**src/rtl/sram_bank_access_ctrl.sv**
```systemverilog
// Access controller for a two-bank interleaved page memory: sequences the page
// preload from a stream, then round-robins the single read port between two requesters.
module sram_bank_access_ctrl #(
  parameter int QUAN_SIZE       = 3,
  parameter int PAGE_NUM        = 8,
  parameter int BANK_INTERLEAVE = 2,
  parameter int ADDR_BITWIDTH   = 3
) (
  input  logic                                 sys_clk,
  input  logic                                 sys_rst_n,
  input  logic                                 preload_start_i,
  input  logic [QUAN_SIZE*BANK_INTERLEAVE-1:0] preload_data_i,
  input  logic                                 preload_valid_i,
  output logic                                 preload_ready_o,
  output logic                                 preload_done_o,
  input  logic [1:0]                           rd_req_i,
  input  logic [ADDR_BITWIDTH-1:0]             rd_addr0_i,
  input  logic [ADDR_BITWIDTH-1:0]             rd_addr1_i,
  input  logic                                 rd_sel0_i,
  input  logic                                 rd_sel1_i,
  output logic [1:0]                           rd_gnt_o,
  output logic                                 rd_valid_o,
  output logic                                 rd_id_o,
  output logic [QUAN_SIZE-1:0]                 rd_word_o,
  output logic [ADDR_BITWIDTH-1:0]             mem_addr_o,
  output logic                                 mem_we_o,
  output logic [QUAN_SIZE*BANK_INTERLEAVE-1:0] mem_wdata_o,
  output logic                                 mem_read_strobe_o,
  input  logic [QUAN_SIZE-1:0]                 mem_read_word_i
);

  typedef enum logic [1:0] {
    IDLE    = 2'd0,
    PRELOAD = 2'd1,
    SERVE   = 2'd2
  } state_t;

  localparam logic [ADDR_BITWIDTH-1:0] LAST_PAGE = ADDR_BITWIDTH'(PAGE_NUM - 1);

  state_t                   state;
  logic [ADDR_BITWIDTH-1:0] page_cnt;
  logic                     done_q;
  logic                     last_id;
  logic                     rsp_valid;
  logic                     rsp_id;
  logic                     rsp_sel;

  logic [1:0]               gnt;
  logic                     gnt_sel;
  logic                     beat;
  logic                     last_beat;

  assign beat      = (state == PRELOAD) && preload_valid_i;
  assign last_beat = beat && (page_cnt == LAST_PAGE);

  // Round-robin: a lone requester always wins; on contention the one not
  // served last goes first. last_id resets to 1 so requester 0 is favoured.
  always_comb begin
    // NOTE: default first, so no branch of the case can leave a latch behind.
    gnt = 2'b00;
    if (state == SERVE) begin
      case (rd_req_i)
        2'b01:   gnt = 2'b01;
        2'b10:   gnt = 2'b10;
        2'b11:   gnt = last_id ? 2'b01 : 2'b10;
        default: gnt = 2'b00;
      endcase
    end
  end

  assign gnt_sel = gnt[1] ? rd_sel1_i : rd_sel0_i;

  always_comb begin
    mem_addr_o = '0;
    if (state == PRELOAD) begin
      mem_addr_o = page_cnt;
    end else if (gnt[0]) begin
      mem_addr_o = rd_addr0_i;
    end else if (gnt[1]) begin
      mem_addr_o = rd_addr1_i;
    end
  end

  assign mem_we_o        = beat;
  assign mem_wdata_o     = (state == PRELOAD) ? preload_data_i : '0;
  assign preload_ready_o = (state == PRELOAD);
  assign preload_done_o  = done_q;
  assign rd_gnt_o        = gnt;

  // The memory's output register holds the page addressed in the grant cycle;
  // the word strobe is applied one cycle later, together with the response.
  assign rd_valid_o        = rsp_valid;
  assign rd_id_o           = rsp_valid & rsp_id;
  assign mem_read_strobe_o = rsp_valid & rsp_sel;
  assign rd_word_o         = rsp_valid ? mem_read_word_i : '0;

  always_ff @(posedge sys_clk or negedge sys_rst_n) begin
    if (!sys_rst_n) begin
      state     <= IDLE;
      page_cnt  <= '0;
      done_q    <= 1'b0;
      last_id   <= 1'b1;
      rsp_valid <= 1'b0;
      rsp_id    <= 1'b0;
      rsp_sel   <= 1'b0;
    end else begin
      // NOTE: non-blocking updates keep every register sampling pre-edge values.
      rsp_valid <= |gnt;
      if (|gnt) begin
        rsp_id  <= gnt[1];
        rsp_sel <= gnt_sel;
        last_id <= gnt[1];
      end

      case (state)
        IDLE: begin
          if (preload_start_i) begin
            state    <= PRELOAD;
            page_cnt <= '0;
            done_q   <= 1'b0;
          end
        end
        PRELOAD: begin
          if (beat) begin
            page_cnt <= last_beat ? '0 : page_cnt + ADDR_BITWIDTH'(1);
          end
          if (last_beat) begin
            state  <= SERVE;
            done_q <= 1'b1;
          end
        end
        SERVE: begin
          // A grant issued alongside the restart still gets its response,
          // since rsp_valid was loaded above independently of the state.
          if (preload_start_i) begin
            state    <= PRELOAD;
            page_cnt <= '0;
            done_q   <= 1'b0;
          end
        end
        default: state <= IDLE;
      endcase
    end
  end

endmodule

```
**config.mk**
```make
export PLATFORM = sky130hd
export DESIGN_NAME = sram_bank_access_ctrl
export DESIGN_NICKNAME = d
export VERILOG_FILES = /design/src/rtl/sram_bank_access_ctrl.sv
export SDC_FILE = /design/constraint.sdc
export NUM_CORES = 1
export LEC_CHECK = 0
export ABC_AREA = 1
export CAP_MARGIN = 20
export CORE_ASPECT_RATIO = 1.1
export CORE_MARGIN = 4
export CORE_UTILIZATION = 34
export CTS_CLUSTER_DIAMETER = 200
export CTS_CLUSTER_SIZE = 20
export DETAILED_ROUTE_END_ITERATION = 16
export GPL_TIMING_DRIVEN = 1
export PLACE_DENSITY = 0.77
export SYNTH_ARGS = -nofsm -noshare
export SYNTH_HDL_FRONTEND = slang
export SYNTH_SLANG_ARGS = --single-unit
```
**constraint.sdc**
```tcl
create_clock -name sys_clk -period 1.89 [get_ports sys_clk]
set_clock_uncertainty 0.15 [all_clocks]
set_input_delay 0.567 -clock sys_clk [delete_from_list [all_inputs] [get_ports sys_clk]]
set_output_delay 0.567 -clock sys_clk [all_outputs]
set_load 0.03 [all_outputs]
```
# Yosys cells after proc, flatten, opt, wreduce, memory -nomap -nowiden
# Cells that the tools add are included.
# totals
inputBits	23
ram_bits	0
rom_bits	0
output_inout_bits	20
reg_bits	10
mem_count	0
wordCells	47
latchBits	0
# classes
eq_ne	9
n_addsub	1
bitwise	2
magnitude_cmp	0
multipliers	0
reduce_logical	9
n_shift	0
n_div	0
muxes	19
# ops
operator	count
3-bit 2-to-1 mux	7
2-bit 2-to-1 mux	4
2-bit == test, second input constant	3
6-bit 2-to-1 mux	1
2-bit by 1-bit != test with 1-bit output, second input constant	3
2-bit one-hot mux with 3 select lines	1
3-bit one-hot mux with 2 select lines	1
3-bit AND reduction	2
2-bit by 1-bit == test with 1-bit output, second input constant	2
2-bit one-hot mux with 2 select lines	1
2-bit OR reduction	2
3-bit by 1-bit adder with 3-bit output, second input constant	1
3-bit == test, second input constant	1
1-bit 2-to-1 mux	3
1-bit bitwise AND	2
1-bit logical AND	2
2-bit zero test	1
1-bit one-hot mux with 2 select lines	1
2-bit AND reduction	1
2-bit nonzero test	1

# Depth between registers and ports, before layout
# Gate-level depths: netlist of the first run.
# logic_depth
word_depth	6
mapped_depth	7
depth_no_buf	7

# Worst setup path before layout of the first run
# OpenSTA, ideal clock, no wires.
# synth_timing
kind	input port to output port
startpoint	in rd_req_i[0]
endpoint	out mem_addr_o[0]
path_buffers	0
stages	5
setup_slack_ns	-0.432
arrival_ns	1.605
required_ns	1.173
cell_sequence	nand2_1 > nand2_1 > nor2_1 > nand2_1 > o211ai_1
# synth_between
elab_chain_len	6
word_cells_on_any_way	8
cone_classes	3 x eq/ne; 5 x mux
# synth_rtl
item	line	rtl
start: declaration	16	input logic [1:0] rd_req_i,
2-bit == test / 2-bit by 1-bit == test with 1-bit output (equally long branches)	62	case (rd_req_i)
2-bit one-hot mux with 3 select lines *	62	
2-bit 2-to-1 mux *	61	if (state == SERVE) begin
net rd_gnt_o[1]	21	output logic [1:0] rd_gnt_o,
3-bit 2-to-1 mux *	79	end else if (gnt[1]) begin
3-bit 2-to-1 mux *	77	end else if (gnt[0]) begin
3-bit 2-to-1 mux *	75	if (state == PRELOAD) begin
end: declaration	25	output logic [ADDR_BITWIDTH-1:0] mem_addr_o,
# Mark *: on every way through the listed nets, which the timed path passes. The rest lies on a longest branch.

# Final worst setup path of the first run
# layout_timing
startpoint	in rd_addr1_i[1]
endpoint	out mem_addr_o[1]
# layout_between
elab_chain_len	3
# layout_rtl
item	line	rtl
start: declaration	18	input logic [ADDR_BITWIDTH-1:0] rd_addr1_i,
3-bit 2-to-1 mux	79	
3-bit 2-to-1 mux	77	
3-bit 2-to-1 mux	75	
# Every way passes these cells.

==> results of run 1 <==
critical path, delay by kind of cell:
| kind | cells | cell delay (ns) |
|---|---|---|
| buffers and inverters | 2 | 0.67 |
| AO/OA/AOI/OAI | 1 | 0.08 |
| AND/OR/NAND/NOR | 1 | 0.05 |
worst max-delay path by stage:
stage	to	start	cells after the start
floorplan	mem_addr_o[0]	state[0]$_DFFE_PN0P_	4
global placement	mem_addr_o[1]	rd_req_i[1]	6
detailed placement	mem_addr_o[0]	rd_req_i[1]	6
CTS	mem_addr_o[0]	state[0]$_DFFE_PN0P_	6
global route	mem_addr_o[1]	state[0]$_DFFE_PN0P_	6
finish	mem_addr_o[1]	rd_addr1_i[1]	4
Yosys cell counts, drive strengths merged:
master	n	share of area (%)
a21oi	1	0.78
dfrtp	9	35
dfstp	1	4.1
ha	2	3.9
inv	21	12
nand2	29	19
nand3	4	3.9
nand4	4	3.9
nor2	10	9.4
o211ai	3	3.5
o21ai	5	3.9
metal layers:
metal | vias up | global-route usage, % | share of wire [%]
met2 | 31 | 26.79 | 52
met3 | 4 | 3.601 | 5.4
met4 | 0 | 9.677 | 1.9
met1 | 339 | 17.86 | 41
met5 | - | 0 | 0
li1 | 400 | - | -
final cells by class:
class,instances,area (sq um),share of cell area (%)
clock buffer,4,26.28,2.100
inverter,21,81.33,6.500
multi-input combinational,58,357.8,28.60
sequential,10,252.7,20.20
tap,18,22.52,1.800
timing repair buffer,57,510.5,40.80
registers in the layout, indices dropped and copies added (netlist names):
| register | flops |
|---|---|
| state | 2 |
| preload_done_o | 1 |
| rsp_id | 1 |
| last_id | 1 |
| page_cnt | 3 |
| rsp_sel | 1 |
| rd_valid_o | 1 |
power by group through the flow:
stage,sequential (mW),clock (mW),combinational (mW)
after floorplan,0.353,0,0.410
after global placement,0.343,0,0.695
after detailed placement,0.348,0,0.705
after CTS,0.344,0.162,0.731
after global routing,0.356,0.170,0.867
final,0.349,0.160,0.797
cells by family (layout without fill, tap and decap cells):
| kind of cell | after synthesis | in the layout | synth area share [%] |
|---|---|---|---|
| compound gates | 9 | 9 | 8.186 |
| flops | 10 | 10 | 39.18 |
| fa+ha+maj | 2 | 2 | 3.898 |
| buf+inv | 21 | 82 | 12.28 |
| simple gates | 47 | 47 | 36.45 |
per-stage QoR:
stage | total power, mW | utilization (%) | hold WS [ns] | setup TNS, ns
after floorplan | 0.7630 | - | 0.1214 | -0.9436
after global placement | 1.038 | 62.78 | 0.3151 | -3.156
after detailed placement | 1.053 | 62.78 | 0.3253 | -3.260
after CTS | 1.237 | 66.29 | 0.3366 | -1.293
after global routing | 1.393 | 70.22 | 0.3865 | -2.259
final | 1.306 | 70.22 | 0.3319 | -1.405
cells in the final DEF (no fill, tap or decap), drive strengths merged:
| cell type | n |
|---|---|
| buf | 33 |
| dfrtp | 9 |
| dfstp | 1 |
| ha | 2 |
| nand4 | 4 |
| a21oi | 1 |
| clkbuf | 4 |
| o211ai | 3 |
| nand3 | 4 |
| clkdlybuf4s50 | 7 |
| nand2 | 29 |
| clkdlybuf4s15 | 2 |
| inv | 21 |
| nor2 | 10 |
| dlygate4sd2 | 15 |
| o21ai | 5 |
timing repair:
item	4_1_cts	5_1_grt
endpoints found under the setup margin	17	13
pin swaps	19	4
buffers inserted	2	5
resized for setup	30	15
==> metrics.cfg, run 1 <==
[status]
status = finished with violations
violations = negative setup slack

[timing]
grt_setup_unrepaired = true
slew_violations = 0
max_freq_mhz = 479.1
fin_ws_ns = -0.1971
finalHoldViolCount = 0
min_period_ns = 2.087
relSlewSlack_pct = 69.36
fin_crit_sh_pct = 110.4
finalSetupViolCount = 12
worst_pin_slew_ns = 0.4581

[clocking]
cts_sinks = 10
numCtsBuffers = 3
clk_pin_slew_worst_paths_ns = 0.07
root_buffer = clkbuf_4
clk_latency_ns = 0.27
cts_tree = done
cts_hold_buf = 0
cts_max_path_buffers = 2
htreeDepth = 1

[power_and_ir_drop]
leakagePower_nw = 0.7108
p_comb_share_pct = 61.0
share_clk_of_total_power_pct = 12.2
ir_worst_vdd_uv = 568.2
pwr_density_cell_mw_per_mm2 = 1044
p_switching_uw = 590.5
swShare_pct = 45.23
p_seq_share_pct = 26.7
internal_power_uw = 715.2

[floorplan]
rows = 16
die_y_um = 53.57
core-area_sq_mm = 0.001782
die_area_sq_mm = 0.002648
initial_core_util_pct = 36.03
num_io_pins = 43
dieWidth_um = 49.43

[setup_path]
start_kind = input pin
r2r_end = page_cnt[2]$_DFFE_PN0P_
arrival_ns = 1.37
worstSetupEndpointType = output port
crit_type = input pin to output port
slowest_stage = clkdlybuf4s50_1
r2r_slack_ns = 0.38
reg2reg_depth = 8
max_stage_delay_ns = 0.48
crit_fanout = 1
cp_cell_sequence = clkdlybuf4s50_1 > nand2_2 > o211ai_1 > buf_4
cp.required_ns = 1.17
reg2reg_from = state[0]$_DFFE_PN0P_

[detailed_routing]
drt_pass1_iterations = 4
dr.first_iter.drc_count = 15
wl_per_cell_um = 12.14
vias = 774
drcViolationCount = 0
drt_wl_total_mm = 2.040
via_per_inst = 4.607
antenna_left = 0

[worst_hold_path]
hold_depth = 2
min_from = preload_done_o$_DFFE_PN0P_
hp-class = flop to flop
hold_end = preload_done_o$_DFFE_PN0P_

[global_route]
grt_max_degree = 11
grt_pass1_vias = 719
grt_pass1_wl_mm = 3.070
overflow = 0
antenna_found_initial = 0
grt.total_usage_pct = 15.58

[cells_and_area]
nFillCells = 144
nNetsFinal = 176
drive_above_1_share_pct = 40.67
final_cell_area_sq_mm = 0.001251
synthToLayoutAreaGrowth_pct = 94.93
final_cells = 168
antennaDiodeCount = 0

[logic_synthesis]
syn_avg_cell_area_sq_um = 7.212
ys_seq_area_share_pct = 39.18
yosysUniqueCellTypes = 17
yosys_warnings = 0
syn_area_sq_um = 641.9
synth-seq-cells = 10
syn_nets = 114
netlist_instances = 89

[place]
dp.cells = 158
hpwl_mm = 1.562
gp_congestion = 0.7881
port_buffers = 42
place_ws_ns = -0.4349
placed_area_sq_mm = 0.001119

[job]
cap_violations = 0

(Power assumes the default switching activity.)
==> run 2, diff against run 1 <==
ABC_AREA = unset   (was 1)
CORE_UTILIZATION = 33   (was 34)
TNS_END_PERCENT = 50   (was unset)
==> metrics.cfg, run 2 <==
[detailed_routing]
drt_wl_total_mm = 1.931
via_per_inst = 4.813
wl_per_cell_um = 13.41
drt_pass1_iterations = 4
drcViolationCount = 0
dr.first_iter.drc_count = 7
vias = 693
antenna_left = 0

[setup_path]
arrival_ns = 1.63
crit_fanout = 5
slowest_stage = dfstp_2
max_stage_delay_ns = 0.57
r2r_end = rsp_sel$_DFFE_PN0P_
reg2reg_from = state[0]$_DFFE_PN0P_
worstSetupEndpointType = output port
reg2reg_depth = 5
r2r_slack_ns = 0.20
crit_type = flop to output port
start_kind = flop
cp.required_ns = 1.17
cp_cell_sequence = nand2_4 > and4b_2 > a221o_2 > buf_6

[clocking]
root_buffer = clkbuf_4
cts_sinks = 10
cts_max_path_buffers = 2
clk_latency_ns = 0.27
cts_tree = done
htreeDepth = 1
numCtsBuffers = 3
clk_pin_slew_worst_paths_ns = 0.07

[power_and_ir_drop]
share_clk_of_total_power_pct = 12.9
p_switching_uw = 593.7
p_comb_share_pct = 64.6
internal_power_uw = 921.3
power_mw = 1.515
p_seq_share_pct = 22.5
ir_worst_vdd_uv = 669.6
swShare_pct = 39.19
pwr_density_cell_mw_per_mm2 = 1224
leakagePower_nw = 0.6697

[logic_synthesis]
syn_avg_cell_area_sq_um = 9.175
syn_nets = 91
synth_ff_type = dfrtp_1
yosys_warnings = 0
synth_common_cells = and2_1 (11), dfrtp_1 (9), nand2_1 (7)
yosysUniqueCellTypes = 26
synth_area_leaders = dfrtp_1 (37%), and2_1 (11%), a221o_1 (5.0%), dfstp_2 (4.3%), nand2_1 (4.3%)
syn_area_sq_um = 605.6
post-synth-top-count-cell = and2_1
synth-seq-cells = 10
synth_top_area_share_pct = 37.19
netlist_instances = 66
synth_top_area_cell = dfrtp_1
synth_edf_count = 0
ys_seq_area_share_pct = 41.53
ys_async_sr_fraction_pct = 100.0

[timing]
relSlewSlack_pct = 71.87
fin_hold_ws_ns = 0.3230
slew_violations = 0
fin_ws_ns = -0.4619
finalSetupViolCount = 13
min_period_ns = 2.352
finalHoldViolCount = 0
fin_crit_sh_pct = 124.4
grt_setup_unrepaired = true
max_freq_mhz = 425.2
setup_tns_ns = -4.084
worst_pin_slew_ns = 0.4114

[place]
dp.cells = 136
hpwl_mm = 1.488
place_ws_ns = -1.234
gp_congestion = 0.7709
port_buffers = 42
placed_area_sq_mm = 0.001102

[job]
cap_violations = 0

[cells_and_area]
synthToLayoutAreaGrowth_pct = 104.3
antennaDiodeCount = 0
largest_reg_flops = 3
drive_above_1_share_pct = 44.88
largest_register = page_cnt
final_cell_mix = buf_4 (18), buf_6 (17), clkdlybuf4s50_1 (16)
layout_commonest_cell = buf_4
regArea_sq_um = 251.5
nFillCells = 122
reg.largest.list = page_cnt: 3 flops, state: 2 flops
utilization_pct = 74.92
multi_input_area_sq_um = 364.1
final_cells = 144
final_cell_area_sq_mm = 0.001237
nNetsFinal = 153

[global_route]
grt.total_usage_pct = 15.93
antenna_found_initial = 0
grt_pass1_wl_mm = 3.098
grt_pass1_vias = 660
grt_max_degree = 11
overflow = 0

[floorplan]
dieWidth_um = 48.85
initial_core_util_pct = 36.67
core-area_sq_mm = 0.001652
die_y_um = 52.93
die_area_sq_mm = 0.002585
num_io_pins = 43
rows = 15

[status]
violations = negative setup slack
status = finished with violations

[worst_hold_path]
hold_end = rsp_id$_DFFE_PN0P_
hp-class = flop to flop
hold_depth = 1
min_from = rsp_id$_DFFE_PN0P_

run 2: timing repair:
item / 4_1_cts / 5_1_grt
setup endpoints to repair: 18 / 13
hold buffers: 0 / 0
buffers inserted: 3 / 2
gates resized for setup: 58 / 3
pin swaps: 7 / 2
run 2: area by class of cell:
| type | count | area share, % |
|---|---|---|
| Clock buffer | 4 | 2.932 |
| Inverter | 4 | 1.213 |
| Multi-Input combinational cell | 50 | 29.42 |
| Sequential cell | 10 | 20.32 |
| Tap cell | 17 | 1.719 |
| Timing Repair Buffer | 59 | 44.39 |
run 2: power by group through the flow:
stage / Clock [mW] / Combinational (mW) / Sequential [mW]
detailed placement: 0 / 0.855 / 0.341
finish: 0.196 / 0.978 / 0.341
global route: 0.219 / 1.05 / 0.351
global placement: 0 / 0.842 / 0.338
CTS: 0.201 / 0.952 / 0.337
floorplan: 0 / 0.455 / 0.350
run 2: layer usage:
layer | track usage (%) | wire, um | vias up
met5 | 0 | 0 | -
met4 | 8.072 | 24 | 0
met3 | 5.634 | 160 | 4
met2 | 24.13 | 923 | 26
met1 | 19.93 | 822 | 308
li1 | - | - | 355
run 2: worst max-delay path by stage:
stage | start | end | depth (start not counted)
after detailed placement | rd_req_i[1] | mem_addr_o[1] | 5
final | last_id$_DFFE_PN1P_ | mem_addr_o[0] | 4
after global placement | rd_req_i[1] | mem_addr_o[1] | 5
after global routing | last_id$_DFFE_PN1P_ | mem_addr_o[0] | 4
after CTS | last_id$_DFFE_PN1P_ | mem_addr_o[1] | 4
after floorplan | rd_req_i[0] | mem_addr_o[0] | 4
run 2: critical path: cells and delay by family, from the launching register on:
family	cells	cell delay, ns
AOI/OAI and AO/OA	1	0.37
DFF	1	0.57
buffers and inverters	1	0.14
and+or+nand+nor	2	0.29
run 2: cells by family after synthesis:
family / share of synthesized area, %
buffers and inverters: 5.164
flip-flops: 41.53
AND/OR/NAND/NOR: 34.09
AO/OA/AOI/OAI: 15.08
adder cells (fa/ha/maj): 4.132
